[src/rtl/sha_cmd_ctrl.sv]
// sha_cmd_ctrl: UART byte-command front end that loads, starts and reports results from a bank of SHA units.
module sha_cmd_ctrl #(
  parameter int          NUM_UNITS      = 4,
  parameter logic [31:0] NONCE_STRIDE   = 32'h0020_0000,
  parameter int unsigned TIMEOUT_CYCLES = 1_000_000
) (
  input  logic                      clk,
  input  logic                      rstn,
  input  logic [7:0]                rx_data,
  input  logic                      rx_valid,
  output logic                      rx_ready,
  output logic [7:0]                tx_data,
  output logic                      tx_valid,
  input  logic                      tx_ready,
  output logic                      sha_rst,
  output logic                      sha_start,
  output logic                      busy,
  output logic [95:0]               sha_data,
  output logic [255:0]              sha_state,
  output logic [255:0]              sha_target,
  output logic [31:0]               sha_position,
  output logic [NUM_UNITS*32-1:0]   sha_nonce_base,
  input  logic [NUM_UNITS-1:0]      sha_found,
  input  logic [NUM_UNITS*32-1:0]   sha_nonce
);
  typedef enum logic [2:0] {IDLE, READY, LOAD, HASH, SEND} state_t;
  state_t                    state_q, state_d;
  logic [7:0]                tx_data_q, tx_data_d;
  logic                      tx_valid_q, tx_valid_d;
  logic                      sha_rst_q, sha_rst_d;
  logic                      sha_start_q, sha_start_d;
  logic [95:0]               data_q, data_d;
  logic [255:0]              hstate_q, hstate_d;
  logic [255:0]              target_q, target_d;
  logic [31:0]               pos_q, pos_d;
  logic [31:0]               base_q, base_d;
  logic [NUM_UNITS*32-1:0]   nbase_q, nbase_d;
  logic [6:0]                cnt_q, cnt_d;
  logic [7:0]                csum_q, csum_d;
  logic [31:0]               gap_q, gap_d;
  logic [3:0]                idx_q, idx_d;
  logic [31:0]               res_q, res_d;
  logic [2:0]                send_q, send_d;
  logic [3:0]                found_idx;
  logic [31:0]               found_nonce;
  logic                      rx_fire;
  assign rx_ready       = !tx_valid_q && state_q != SEND;
  assign rx_fire        = rx_valid && rx_ready;
  assign tx_data        = tx_data_q;
  assign tx_valid       = tx_valid_q;
  assign sha_rst        = sha_rst_q;
  assign sha_start      = sha_start_q;
  assign busy           = state_q == HASH;
  assign sha_data       = data_q;
  assign sha_state      = hstate_q;
  assign sha_target     = target_q;
  assign sha_position   = pos_q;
  assign sha_nonce_base = nbase_q;
  always_comb begin
    state_d     = state_q;
    tx_data_d   = tx_data_q;
    tx_valid_d  = tx_valid_q && !tx_ready;
    sha_rst_d   = sha_rst_q;
    sha_start_d = 1'b0;
    data_d      = data_q;
    hstate_d    = hstate_q;
    target_d    = target_q;
    pos_d       = pos_q;
    base_d      = base_q;
    nbase_d     = nbase_q;
    cnt_d       = cnt_q;
    csum_d      = csum_q;
    gap_d       = gap_q;
    idx_d       = idx_q;
    res_d       = res_q;
    send_d      = send_q;
    found_idx   = '0;
    found_nonce = '0;
    // Scan downward so the lowest asserting unit wins.
    for (int i = NUM_UNITS - 1; i >= 0; i--)
      if (sha_found[i]) begin
        found_idx   = 4'(i);
        found_nonce = sha_nonce[32*i +: 32];
      end
    case (state_q)
      LOAD: begin
        if (rx_fire) begin
          gap_d = '0;
          if (cnt_q != 7'd84) begin
            cnt_d  = cnt_q + 7'd1;
            csum_d = csum_q ^ rx_data;
            if (cnt_q < 7'd12)      data_d   = {rx_data, data_q[95:8]};
            else if (cnt_q < 7'd44) hstate_d = {hstate_q[247:0], rx_data};
            else if (cnt_q < 7'd76) target_d = {rx_data, target_q[255:8]};
            else if (cnt_q < 7'd80) base_d   = {rx_data, base_q[31:8]};
            else                    pos_d    = {rx_data, pos_q[31:8]};
          end else begin
            tx_valid_d = 1'b1;
            tx_data_d  = csum_q == rx_data ? "S" : "C";
            state_d    = csum_q == rx_data ? HASH : READY;
            sha_start_d = csum_q == rx_data;
            if (csum_q == rx_data)
              for (int i = 0; i < NUM_UNITS; i++)
                nbase_d[32*i +: 32] = base_q + 32'(i) * NONCE_STRIDE;
          end
        end else if (gap_q == TIMEOUT_CYCLES) begin
          tx_valid_d = 1'b1;
          tx_data_d  = "T";
          state_d    = READY;
        end else begin
          gap_d = gap_q + 32'd1;
        end
      end
      SEND: begin
        if (!tx_valid_q) begin
          if (send_q == 3'd6) begin
            sha_rst_d = 1'b1;
            state_d   = IDLE;
          end else begin
            tx_valid_d = 1'b1;
            tx_data_d  = send_q == 3'd0 ? "Y" : send_q == 3'd1 ? {4'h0, idx_q} : res_q[7:0];
            res_d      = send_q >= 3'd2 ? res_q >> 8 : res_q;
            send_d     = send_q + 3'd1;
          end
        end
      end
      default: begin
        if (rx_fire) begin
          tx_valid_d = 1'b1;
          if (rx_data == "R") begin
            tx_data_d = "O";
            sha_rst_d = 1'b1;
            state_d   = IDLE;
          end else if (rx_data == "H" && state_q != HASH) begin
            tx_data_d = "1";
            sha_rst_d = 1'b0;
            state_d   = READY;
          end else if (rx_data == "L" && state_q == READY) begin
            tx_valid_d = 1'b0;
            cnt_d      = '0;
            csum_d     = '0;
            gap_d      = '0;
            state_d    = LOAD;
          end else begin
            tx_data_d = rx_data == "Q" ? (state_q == HASH ? "B" : "I") : "E";
          end
        end
        if (state_q == HASH && |sha_found && !(rx_fire && rx_data == "R")) begin
          state_d = SEND;
          idx_d   = found_idx;
          res_d   = found_nonce;
          send_d  = '0;
        end
      end
    endcase
  end
  always_ff @(posedge clk or negedge rstn) begin
    if (!rstn) begin
      state_q     <= IDLE;
      tx_data_q   <= '0;
      tx_valid_q  <= 1'b0;
      sha_rst_q   <= 1'b1;
      sha_start_q <= 1'b0;
      data_q      <= '0;
      hstate_q    <= '0;
      target_q    <= '0;
      pos_q       <= '0;
      base_q      <= '0;
      nbase_q     <= '0;
      cnt_q       <= '0;
      csum_q      <= '0;
      gap_q       <= '0;
      idx_q       <= '0;
      res_q       <= '0;
      send_q      <= '0;
    end else begin
      state_q     <= state_d;
      tx_data_q   <= tx_data_d;
      tx_valid_q  <= tx_valid_d;
      sha_rst_q   <= sha_rst_d;
      sha_start_q <= sha_start_d;
      data_q      <= data_d;
      hstate_q    <= hstate_d;
      target_q    <= target_d;
      pos_q       <= pos_d;
      base_q      <= base_d;
      nbase_q     <= nbase_d;
      cnt_q       <= cnt_d;
      csum_q      <= csum_d;
      gap_q       <= gap_d;
      idx_q       <= idx_d;
      res_q       <= res_d;
      send_q      <= send_d;
    end
  end
endmodule

[config.mk]
export PLATFORM = sky130hd
export DESIGN_NAME = sha_cmd_ctrl
export DESIGN_NICKNAME = d
export VERILOG_FILES = /design/src/rtl/sha_cmd_ctrl.sv
export SDC_FILE = /design/constraint.sdc
export NUM_CORES = 1
export LEC_CHECK = 0
export BUFFER_PORTS_ARGS = -buffer_cell sky130_fd_sc_hd__buf_2
export CORE_AREA = 4 4 363 365
export CTS_CLUSTER_DIAMETER = 200
export DETAILED_ROUTE_END_ITERATION = 16
export DIE_AREA = 0 0 367 369
export MAX_ROUTING_LAYER = met4
export SLEW_MARGIN = 5
export SYNTH_ARGS = -nofsm -noshare
export SYNTH_HDL_FRONTEND = slang
export SYNTH_SLANG_ARGS = --single-unit
[constraint.sdc]
create_clock -name clk -period 5.14 [get_ports clk]
set_input_delay 0.257 -clock clk [delete_from_list [all_inputs] [get_ports clk]]
set_output_delay 0.257 -clock clk [all_outputs]
set_load 0.01 [all_outputs]
After elaboration in Yosys (flattened, before gate mapping)
Index checks and enable logic that the tools add are counted.
{ "word_totals": {"register_bits": 900, "latch_bits": 0, "mem_bits_rw": 0, "rom_bits": 0, "inputBits": 144, "output_inout_bits": 781, "elab_cells": 183, "mem_count": 0} }
{ "op_classes": {"add_sub_neg": 6, "multipliers": 0, "n_div": 0, "n_lt_le_gt_ge": 5, "n_eq_ne": 26, "n_shift": 0, "n_mux": 84, "n_bitwise": 9, "reduce_logical": 36} }
{ "op_table": {"columns": ["cell", "count"], "rows": [
  ["two-way mux 32 bit", 14],
  ["two-way mux 8 bit", 17],
  ["case mux 32 bit (2 select lines)", 2],
  ["adder 32 x 23 -> 32 bit (second input constant)", 2],
  ["two-way mux 7 bit", 6],
  ["two-way mux 3 bit", 13],
  ["adder 32 x 1 -> 32 bit (second input constant)", 1],
  ["adder 32 x 22 -> 32 bit (second input constant)", 1],
  ["== test 32 x 20 -> 1 bit (second input constant)", 1],
  ["== test 8 x 7 -> 1 bit (second input constant)", 4],
  ["case mux 8 bit (2 select lines)", 2],
  ["AND reduction 6 bit", 5],
  ["two-way mux 1 bit", 17],
  ["two-way mux 4 bit", 4],
  ["AND reduction 5 bit", 3],
  ["less-than comparator 7 bit (second input constant)", 2],
  ["case mux 7 bit (2 select lines)", 1],
  ["AND reduction 7 bit", 2],
  ["!= test 2 bit (second input constant)", 6],
  ["case mux 3 bit (2 select lines)", 2],
  ["AND reduction 4 bit", 3],
  ["!= test 3 bit (second input constant)", 3],
  ["== test 8 bit", 1],
  ["logical AND 1 bit", 8],
  ["26 further kinds", 46]
]} }

Depth between registers and ports, before layout
Gate-level depths: netlist of run 1.
{ "depth": {"ltp_word": 8, "ltp_mapped": 9, "ltp_nobuf": 7} }

Worst setup path before layout of run 1
Ideal clock, no wire load.
{ "synth_path": {"path_type": "flip-flop to flip-flop", "start": "reg state_q[0]", "end": "reg pos_q[21] (netlist: sha_position[21])", "setup_time_ps": 125, "t_arrival_ps": 2134, "required_ps": 5015, "path_slack_ps": 2881, "stages_incl_launch_ff": 9, "path_buffers": 3, "synth_period_minus_slack_ps": 2259, "path_cell_list": "dfrtp_1 -> buf_2 -> or3b_1 -> buf_2 -> nor2_4 -> nand2_2 -> nor3b_2 -> buf_4 -> mux2_2"} }
{ "synth_via": {"elab_chain_cells": 4, "elab_cells_between_ends": 5, "classes_between": "eq/ne: 2; reduce/logical: 3"} }
{ "synth_rtl": {"columns": ["item", "line_no", "rtl"], "rows": [
  ["start, declared", "27", "state_t state_q, state_d;"],
  ["start signal, assigned", "177", "state_q <= state_d;"],
  ["!= test 3 bit", "47", "assign rx_ready = !tx_valid_q && state_q != SEND;"],
  ["logical AND 1 bit", "47", null],
  ["logical AND 1 bit", "48", "assign rx_fire = rx_valid && rx_ready;"],
  ["AND reduction 7 bit (no line) (*)", null, null],
  ["end signal, assigned", "185", "pos_q <= pos_d;"],
  ["end, declared", "35", "logic [31:0] pos_q, pos_d;"]
]} }
Mark *: on every way between the ends. The rest lies on a longest branch, timed or not.
A chain may end at the register's enable or synchronous reset.

Final worst setup path of run 1
{ "layout_path": {"start": "reg state_q[2]", "end": "reg target_q[21] (netlist: sha_target[21])"} }
{ "layout_via": {"elab_chain_cells": 4, "elab_cells_between_ends": 5, "classes_between": "eq/ne: 2; reduce/logical: 3"} }
{ "layout_rtl": {"columns": ["item", "line_no", "rtl"], "rows": [
  ["!= test 3 bit", "47", null],
  ["logical AND 1 bit", "47", null],
  ["logical AND 1 bit", "48", null],
  ["AND reduction 6 bit (no line) (*)", null, null],
  ["end signal, assigned", "184", "target_q <= target_d;"],
  ["end, declared", "34", "logic [255:0] target_q, target_d;"]
]} }
Marks and branches as above.

==> results of run 1 <==
-- power groups by stage --
stage | clock network [mW] | logic (mW) | registers [mW]
floorplan | 0 | 1.45 | 7.59
global placement | 0 | 2.39 | 7.62
detailed placement | 0 | 2.41 | 7.64
CTS | 6.98 | 2.44 | 7.53
global route | 7.27 | 2.64 | 7.60
finish | 6.77 | 2.39 | 7.53
-- worst min-delay path, stage by stage --
cell and delay (ps):
buf_2 90, inv_1 40, a211o_1 110, a211oi_1 60, a21o_1 150
-- final cells by class --
type	instances	area [um^2]	area share
Timing Repair Buffer	986	5280	0.117
Clock inverter	29	405	0.00901
Inverter	53	199	0.00442
Antenna cell	3	7.51	0.000167
Tap cell	1675	2100	0.0466
Clock buffer	138	2740	0.0608
Sequential cell	833	20800	0.463
Multi-Input combinational cell	1342	13500	0.299
-- logic make-up (layout without fill, tap and decap cells) --
kind of cell,Yosys count,count (layout),share of synthesized area
XOR/XNOR,50,50,0.0122
adder cells (fa/ha/maj),12,12,0.00419
other,0,3,0
AO/OA/AOI/OAI,232,232,0.0476
multiplexers,775,775,0.268
buffers and inverters,270,1206,0.0443
AND/OR/NAND/NOR,273,273,0.0420
flip-flops,833,833,0.582
-- per-layer routing --
metal | GRT usage | vias up | part of all wire
li1 | - | 10500 | -
met2 | 0.273 | 795 | 0.50
met1 | 0.194 | 11900 | 0.40
met3 | 0.0436 | 157 | 0.068
met4 | 0.0514 | 0 | 0.030
met5 | - | - | 0
-- what timing repair did --
action,in CTS,in global routing
gates resized for setup,0,0
hold buffers,25,0
buffers inserted,0,0
hold endpoints to repair,84,0
-- per-stage QoR --
stage	setup WS (ps)	hold slack [ps]
final	1470	86.5
after global routing	1240	31.9
after CTS	1400	0.638
after detailed placement	1410	318
after global placement	1580	313
after floorplan	2880	-38.6
-- final timing paths --
check                                                   to  cells past startpoint
min reg2reg                sha_nonce_base[103]$_DFFE_PN0P_                      1
min                                  res_q[26]$_DFFE_PN0P_                      5
max                             sha_target[21]$_DFFE_PN0P_                      6
min in group asynchronous       sha_target[63]$_DFFE_PN0P_                      2
max in group asynchronous  sha_nonce_base[112]$_DFFE_PN0P_                      3
max reg2reg                     sha_target[21]$_DFFE_PN0P_                      6
-- cells in the mapped netlist, drive strengths merged, types with 3 or more instances --
library cell / number
or4: 20
xnor2: 24
mux2i: 14
a21o: 10
nor4: 6
nor2b: 9
nand4: 24
and4: 3
nor3: 6
o21a: 10
a211oi: 9
nand3b: 3
nand2b: 4
nor4b: 4
mux2: 761
o32ai: 3
a21oi: 64
xor2: 26
o31ai: 5
nor2: 67
and2: 5
or3b: 3
o211ai: 24
and3: 7
o21ai: 20
nand2: 66
nand3: 28
a221oi: 33
a211o: 32
clkbuf: 57
nor3b: 9
dfrtp: 832
inv: 53
o2111ai: 5
a2111oi: 3
ha: 12
buf: 160
-- flip-flops by register name, summed over array words and instances (netlist names), 7 cells and up --
| name | cells |
|---|---|
| base_q | 32 |
| csum_q | 8 |
| sha_position | 32 |
| sha_data | 96 |
| sha_target | 256 |
| gap_q | 32 |
| tx_data | 8 |
| res_q | 32 |
| cnt_q | 7 |
| sha_state | 256 |
| sha_nonce_base | 63 |
==> out/results.tsv, run 1 <==
metric	value	unit
status	completed	
antenna_found_initial	12	
layout.cells.most_common	buf_2	
p_leak	25.2	nW
setup_viol_count_final	0	
critical_path_buf_inv_count	2	
crit_chain	or3b_1 > a311oi_2 > o21ai_4 > buf_4 > buf_4 > mux2_4	
die_area	135000	um^2
layout_common_cells	buf_2, dfrtp_1, mux2_2	
ant_nets	0	
period_share	0.714	
min_from	sha_nonce[58]	
fin_skew	55.1	ps
grt_pass1_wl	162	mm
power.total	16.7	mW
clk_latency	670	ps
cp_slowest_cell	a311oi_2	
final_cells	5059	
cts_buffer_depth	3	
synth_area_leaders	dfrtp_1, mux2_2, mux2_4, buf_4, mux2_1	
area_delta_synth_final	25.6	%
ys_dominant_reg_cell	dfrtp_1	
setup.worst_path.start_class	register	
switching_share	0.275	
overflow	0	
power_frac_seq	0.451	
period_minus_slack	3670	ps
cp_data_required_time	5700	ps
syn_area	35800	um^2
ys_seq_elements	833	
internal_power	12.1	mW
worstPathArrival	4230	ps
hp-class	in -> reg	
drive_above_1_share	0.548	
ys_seq_area_frac	0.582	
placed_area	41600	um^2
vias_per_cell	4.61	
numCtsBuffers	93	
cts_tree	built	
path_clk_slew	60	ps
syn-num-nets	2601	
clkPwrFrac	0.406	
maxSlewHeadroom	0.226	
h-tree-depth	3	
globalplace.congestion	0.872	
power_frac_comb	0.143	
cts_root_buf	clkbuf_16	
drc	0	
yosys_warnings	0	
final_area	45000	um^2
io_buffers	924	
max_freq	272	MHz
fillers	12700	
rsz0062_at_grt	false	
critPathMaxStageDelay	890	ps
nNetsFinal	3465	
vias	23300	
firstDrtPassIters	5	
reg2reg_from	state_q[2]$_DFFE_PN0P_	
async_flop_share	1.00	
utilization	0.349	
cp_common_cell	buf_4	
r2r_setup_slack	1470	ps
drtIter0Drc	1363	
grt_pass1_vias	23200	
critPathKind	reg -> reg	
p_sw	4.59	mW
route.final.wire_length	112	mm
core	129000	um^2
rows	132	
power.density	371	nW/um^2
worst_pin_slew	1150	ps
yosysTopAreaCellShare	0.581	
placed_cells	4864	
syn_inst	2445	
critPathMaxFanout	37	
grt_max_degree	151	
crit_path_end_kind	register	
synth-edff-count	0	
syn_avg_cell_area	14.7	um^2
clock_sinks	833	
ys_types	78	
grt.total_usage	0.164	
path_delay_family	compound AO/OA/AOI/OAI gates	
slew_violations	0	
cap_violations	0	
ir_drop	0.306	mV
fp.dieW	367	um
die_h	369	um
hold_violations	0	
wire_per_inst	22.2	um
ios	925	
synth_top_area_cell	dfrtp_1	
initial_core_util	0.278	
worstSetupStartpoint	state_q[2]$_DFFE_PN0P_	
fin_tns_setup	0	ps
place.detailed.hpwl	83.5	mm
No activity file was read; power rests on OpenSTA's default activity.
==> run 2: changes to the inputs <==
Settings changed: ABC_AREA set to 1, CORE_AREA 4 4 363 365 to 4 4 360 362, DIE_AREA 0 0 367 369 to 0 0 364 366.
Clock period 5.14 ns to 3.28 ns, I/O delays scaled along.
==> out/results.tsv, run 2 <==
metric	value	unit
ys_seq_elements	833	
grt.total_usage	0.193	
wire_per_inst	19.3	um
switching_share	0.390	
antenna_found_initial	10	
syn-num-nets	4211	
drive_above_1_share	0.238	
synth_area_leaders	dfrtp_1, nand2_1, nand3_1, o21ai_0, inv_1	
ctsResizeCount	0	
critPathMaxFanout	63	
worstSetupStartpoint	state_q[2]$_DFFE_PN0P_	
ys_dominant_reg_cell	dfrtp_1	
status	completed	
clock_sinks	833	
die_area	133000	um^2
fin_tns_setup	0	ps
internal_power	23.8	mW
place.detailed.hpwl	95.7	mm
vias	30400	
globalplace.congestion	0.894	
crit_end	rx_ready	
rows	131	
firstDrtPassIters	5	
ant_nets	0	
clkPwrFrac	0.284	
worst_pin_slew	1260	ps
cap_violations	0	
layout_common_cells	nand2_1, buf_2, dfrtp_1	
reg2reg_to	sha_state[208]$_DFFE_PN0P_	
power_frac_comb	0.314	
max_freq	356	MHz
fillers	13100	
period_minus_slack	2810	ps
route.final.wire_length	129	mm
grt_pass1_wl	189	mm
nNetsFinal	5086	
numCtsBuffers	94	
grt_pass1_vias	29000	
post_cts_buffers	0	
worstPathArrival	2650	ps
hold-path-cell-count	5	
core	127000	um^2
grt_max_degree	230	
crit_path_end_kind	output pin	
drtIter0Drc	2471	
yosys_warnings	0	
io_buffers	924	
initial_core_util	0.278	
period_share	0.856	
r2r_setup_slack	740	ps
power.density	861	nW/um^2
syn_area	35300	um^2
setup.worst_path.start_class	register	
async_flop_share	1.00	
clk_latency	680	ps
fin_skew	48.7	ps
reg2reg_from	cnt_q[3]$_DFFE_PN0P_	
path_clk_slew	60	ps
cts_buffer_depth	3	
r2r_cells	8	
yosysTopAreaCellShare	0.590	
rsz0062_at_grt	false	
power_frac_seq	0.402	
power.total	39.1	mW
syn_avg_cell_area	8.70	um^2
ys_types	39	
area_delta_synth_final	28.7	%
die_h	366	um
cts_root_buf	clkbuf_16	
hp-class	in -> reg	
ir_drop	0.831	mV
ys_seq_area_frac	0.591	
h-tree-depth	3	
drc	0	
p_leak	24.8	nW
critPathKind	reg -> out	
setup_viol_count_final	0	
yosysMostFrequentCell	nand2_1	
synth_common_cells	nand2_1, dfrtp_1, nand3_1	
overflow	0	
synth_top_area_cell	dfrtp_1	
cts_tree	built	
p_sw	15.3	mW
cp_data_required_time	3120	ps
ios	925	
hold_violations	0	
holdWs	48.6	ps
fp.dieW	364	um
slew_violations	0	
maxSlewHeadroom	0.161	
layout.cells.most_common	nand2_1	
cts-hold-fix-buffers	72	
synth-edff-count	0	
vias_per_cell	4.55	
syn_inst	4055	
## run 2: cell types whose count changed in the layout (fill, tap and decap cells not counted), moves of 41 or more
cell,change
nand2_1,+1143
mux2_2,-480
nand3_1,+300
o21ai_0,+290
inv_1,+272
mux2_4,-240
nor2_1,+193
a21oi_1,+156
o21ai_1,+108
dlygate4sd3_1,+47
mux2_1,-41
## run 2: metal layers
layer / routed length [um] / vias up / global-route usage
li1: - / 14700 / -
met1: 51700 / 14500 / 0.227
met2: 63400 / 995 / 0.323
met3: 9140 / 201 / 0.0443
met4: 4560 / 0 / 0.0700
met5: 0 / - / -
## run 2: how the worst min path moves through the flow
stage | from | to | slack (ps)
floorplan | rstn | base_q[0]$_DFFE_PN0P_ | -130
global placement | rstn | sha_position[18]$_DFFE_PN0P_ | 270
detailed placement | rstn | sha_position[25]$_DFFE_PN0P_ | 260
CTS | sha_nonce[41] | res_q[9]$_DFFE_PN0P_ | 8
global route | sha_nonce[45] | res_q[13]$_DFFE_PN0P_ | 40
finish | sha_nonce[43] | res_q[11]$_DFFE_PN0P_ | 50
## run 2: logic make-up (layout without fill, tap and decap cells)
logic type / Yosys count / in the layout / synth area share
other: 0 / 5 / 0
flip-flops: 833 / 833 / 0.591
adder cells (fa/ha/maj): 12 / 12 / 0.00426
AND/OR/NAND/NOR: 1860 / 1860 / 0.215
AO/OA/AOI/OAI: 685 / 685 / 0.101
XOR/XNOR: 35 / 35 / 0.00869
buffers and inverters: 630 / 1580 / 0.0797
## run 2: per-stage QoR
| stage | instance area [um^2] | instances | setup WS (ps) | utilization |
|---|---|---|---|---|
| floorplan | 35300 | 4055 | 1480 | - |
| global placement | 41400 | 6424 | 710 | 0.327 |
| CTS | 45400 | 6667 | 262 | 0.358 |
| global route | 45400 | 6669 | 235 | 0.358 |
| detailed placement | 41400 | 6424 | 707 | 0.327 |
| finish | 45400 | 6672 | 471 | 0.358 |
## run 2: power by group through the flow
stage	Clock (mW)	Combinational, mW	Sequential [mW]
floorplan	0	5.25	16.4
global placement	0	12.2	15.8
detailed placement	0	12.3	15.9
CTS	11.4	12.5	15.7
global route	11.9	13.6	16.1
finish	11.1	12.3	15.7
## run 2: critical path, stage by stage, from the launching register on
cell and delay (ps):
dfrtp_1 480, nand3_4 140, buf_4 500, inv_1 300, nor2_1 320, buf_2 200
## run 2: cell type report
class	instances	area [um^2]	area share
Tap cell	1662	2080	0.0458
Clock buffer	135	2790	0.0614
Clock inverter	36	493	0.0109
Sequential cell	833	20800	0.459
Timing Repair Buffer	1081	6290	0.139
Antenna cell	5	12.5	0.000276
Multi-Input combinational cell	2592	11600	0.257
Inverter	328	1230	0.0271
==> run 3: changes to the inputs <==
Settings changed: PLACE_DENSITY set to 0.47.
==> out/results.tsv, run 3 (synthesized netlist as in run 2, its figures left out) <==
metric	value	unit
ios	925	
utilization	0.359	
worstPathArrival	2650	ps
ctsResizeCount	0	
ant_nets	0	
cts_tree	built	
clk_latency	720	ps
rows	131	
period_minus_slack	2820	ps
globalplace.congestion	0.890	
path_delay_family	buffers and inverters	
setup_viol_count_final	0	
antenna_found_initial	6	
rsz0062_at_grt	false	
p_leak	24.9	nW
route.final.wire_length	132	mm
grt_pass1_vias	29400	
maxSlewHeadroom	0.338	
period_share	0.859	
fin_tns_setup	0	ps
status	completed	
grt_util_met2	0.329	
top_usage_layer	met2	
layout.cells.most_common	nand2_1	
hp-class	in -> reg	
max_freq	355	MHz
slew_violations	0	
power.density	871	nW/um^2
wire_per_inst	19.7	um
vias_per_cell	4.53	
ir_drop	0.436	mV
io_buffers	924	
critical_path_buf_inv_count	3	
worst_pin_slew	992	ps
layout_common_cells	nand2_1, buf_2, dfrtp_1	
met1_usage	0.240	
critPathMaxStageDelay	510	ps
fillers	13200	
cp_data_required_time	3120	ps
grt_max_degree	143	
placed_cells	6423	
r2r_cells	10	
drtIter0Drc	2341	
nNetsFinal	5085	
cp_slowest_cell	buf_4	
area_delta_synth_final	29.0	%
h-tree-depth	3	
firstDrtPassIters	8	
cts_buffer_depth	3	
setup.worst_path.start_class	register	
fp.dieW	364	um
critPathMaxFanout	63	
path_clk_slew	60	ps
crit_chain	nand3_4 > buf_4 > inv_1 > nor2_1 > buf_2	
crit_path_end_kind	output pin	
hold-path-cell-count	5	
drc	0	
fin_skew	42.4	ps
grt_pass1_wl	195	mm
die_area	133000	um^2
initial_core_util	0.278	
crit_cells	5	
clock_sinks	833	
final_cells	6678	
numCtsBuffers	96	
critPathKind	reg -> out	
overflow	0	
grtUsageMet3	0.0487	
post_cts_buffers	0	
die_h	366	um
drive_above_1_share	0.239	
place.detailed.hpwl	98.4	mm
cap_violations	0	
cts_root_buf	clkbuf_16	
hold_violations	0	
grt.total_usage	0.198	
vias	30300	
core	127000	um^2
-- run 3: cell types whose count changed in the layout (fill, tap and decap cells not counted), sizes merged --
cell and delta:
dlygate4sd3 -2, inv -5, diode +2, bufinv +2, clkinv +8, buf -1
clkbuf +3, clkinvlp -1
-- run 3: final timing paths --
path,from,to,slack [ps]
setup / recovery,state_q[2]$_DFFE_PN0P_,rx_ready,460
hold / removal,sha_nonce[10],res_q[10]$_DFFE_PN0P_,40
setup reg to reg,csum_q[7]$_DFFE_PN0P_,sha_nonce_base[59]$_DFFE_PN0P_,840
hold reg to reg,tx_data[0]$_DFFE_PN0P_,tx_data[0]$_DFFE_PN0P_,460
max in group asynchronous,rstn,sha_target[244]$_DFFE_PN0P_,2170
min in group asynchronous,rstn,sha_target[115]$_DFFE_PN0P_,70
-- run 3: worst register-to-register path, cell delays in order, from the launching register on --
cell	delay, ps
dfrtp_1	470
nand2_1	290
nand2_1	120
nand2_1	70
nor2_1	50
and2_1	190
nand2_4	100
buf_4	720
nand2_1	140
o21ai_0	110
inv_1	60
-- run 3: layout make-up --
cell class	count	area, um^2	area share
Antenna cell	7	17.5	0.000385
Clock buffer	138	2830	0.0622
Clock inverter	40	583	0.0128
Inverter	328	1230	0.0271
Multi-Input combinational cell	2592	11700	0.256
Sequential cell	833	20800	0.458
Tap cell	1662	2080	0.0457
Timing Repair Buffer	1078	6270	0.138
-- run 3: per-layer routing --
layer,part of all wire,wire [um]
met4,0.022,2900
met2,0.49,64500
met3,0.071,9340
met1,0.42,55000
met5,0,0
-- run 3: report_power, final --
part           switching [mW]  internal [mW]
Clock                    4.63           6.77
Sequential               2.51           13.3
Combinational            8.35           4.12
Total                    15.5           24.1
-- run 3: what timing repair did --
item,4_1_cts,5_1_grt
setup endpoints to repair,0,0
endpoints found under the hold margin,169,0
hold buffers,70,0
-- run 3: per-stage QoR --
step / setup WS [ps] / cell area, um^2 / total power, mW / hold slack (ps)
2_1_floorplan: 1480 / 35300 / 21.7 / -132
3_3_place_gp: 770 / 41400 / 28.4 / 257
3_5_place_dp: 773 / 41400 / 28.5 / 265
4_1_cts: 287 / 45500 / 40.3 / 15.9
5_1_grt: 250 / 45500 / 42.2 / 82.9
6_report: 462 / 45500 / 39.6 / 43.1
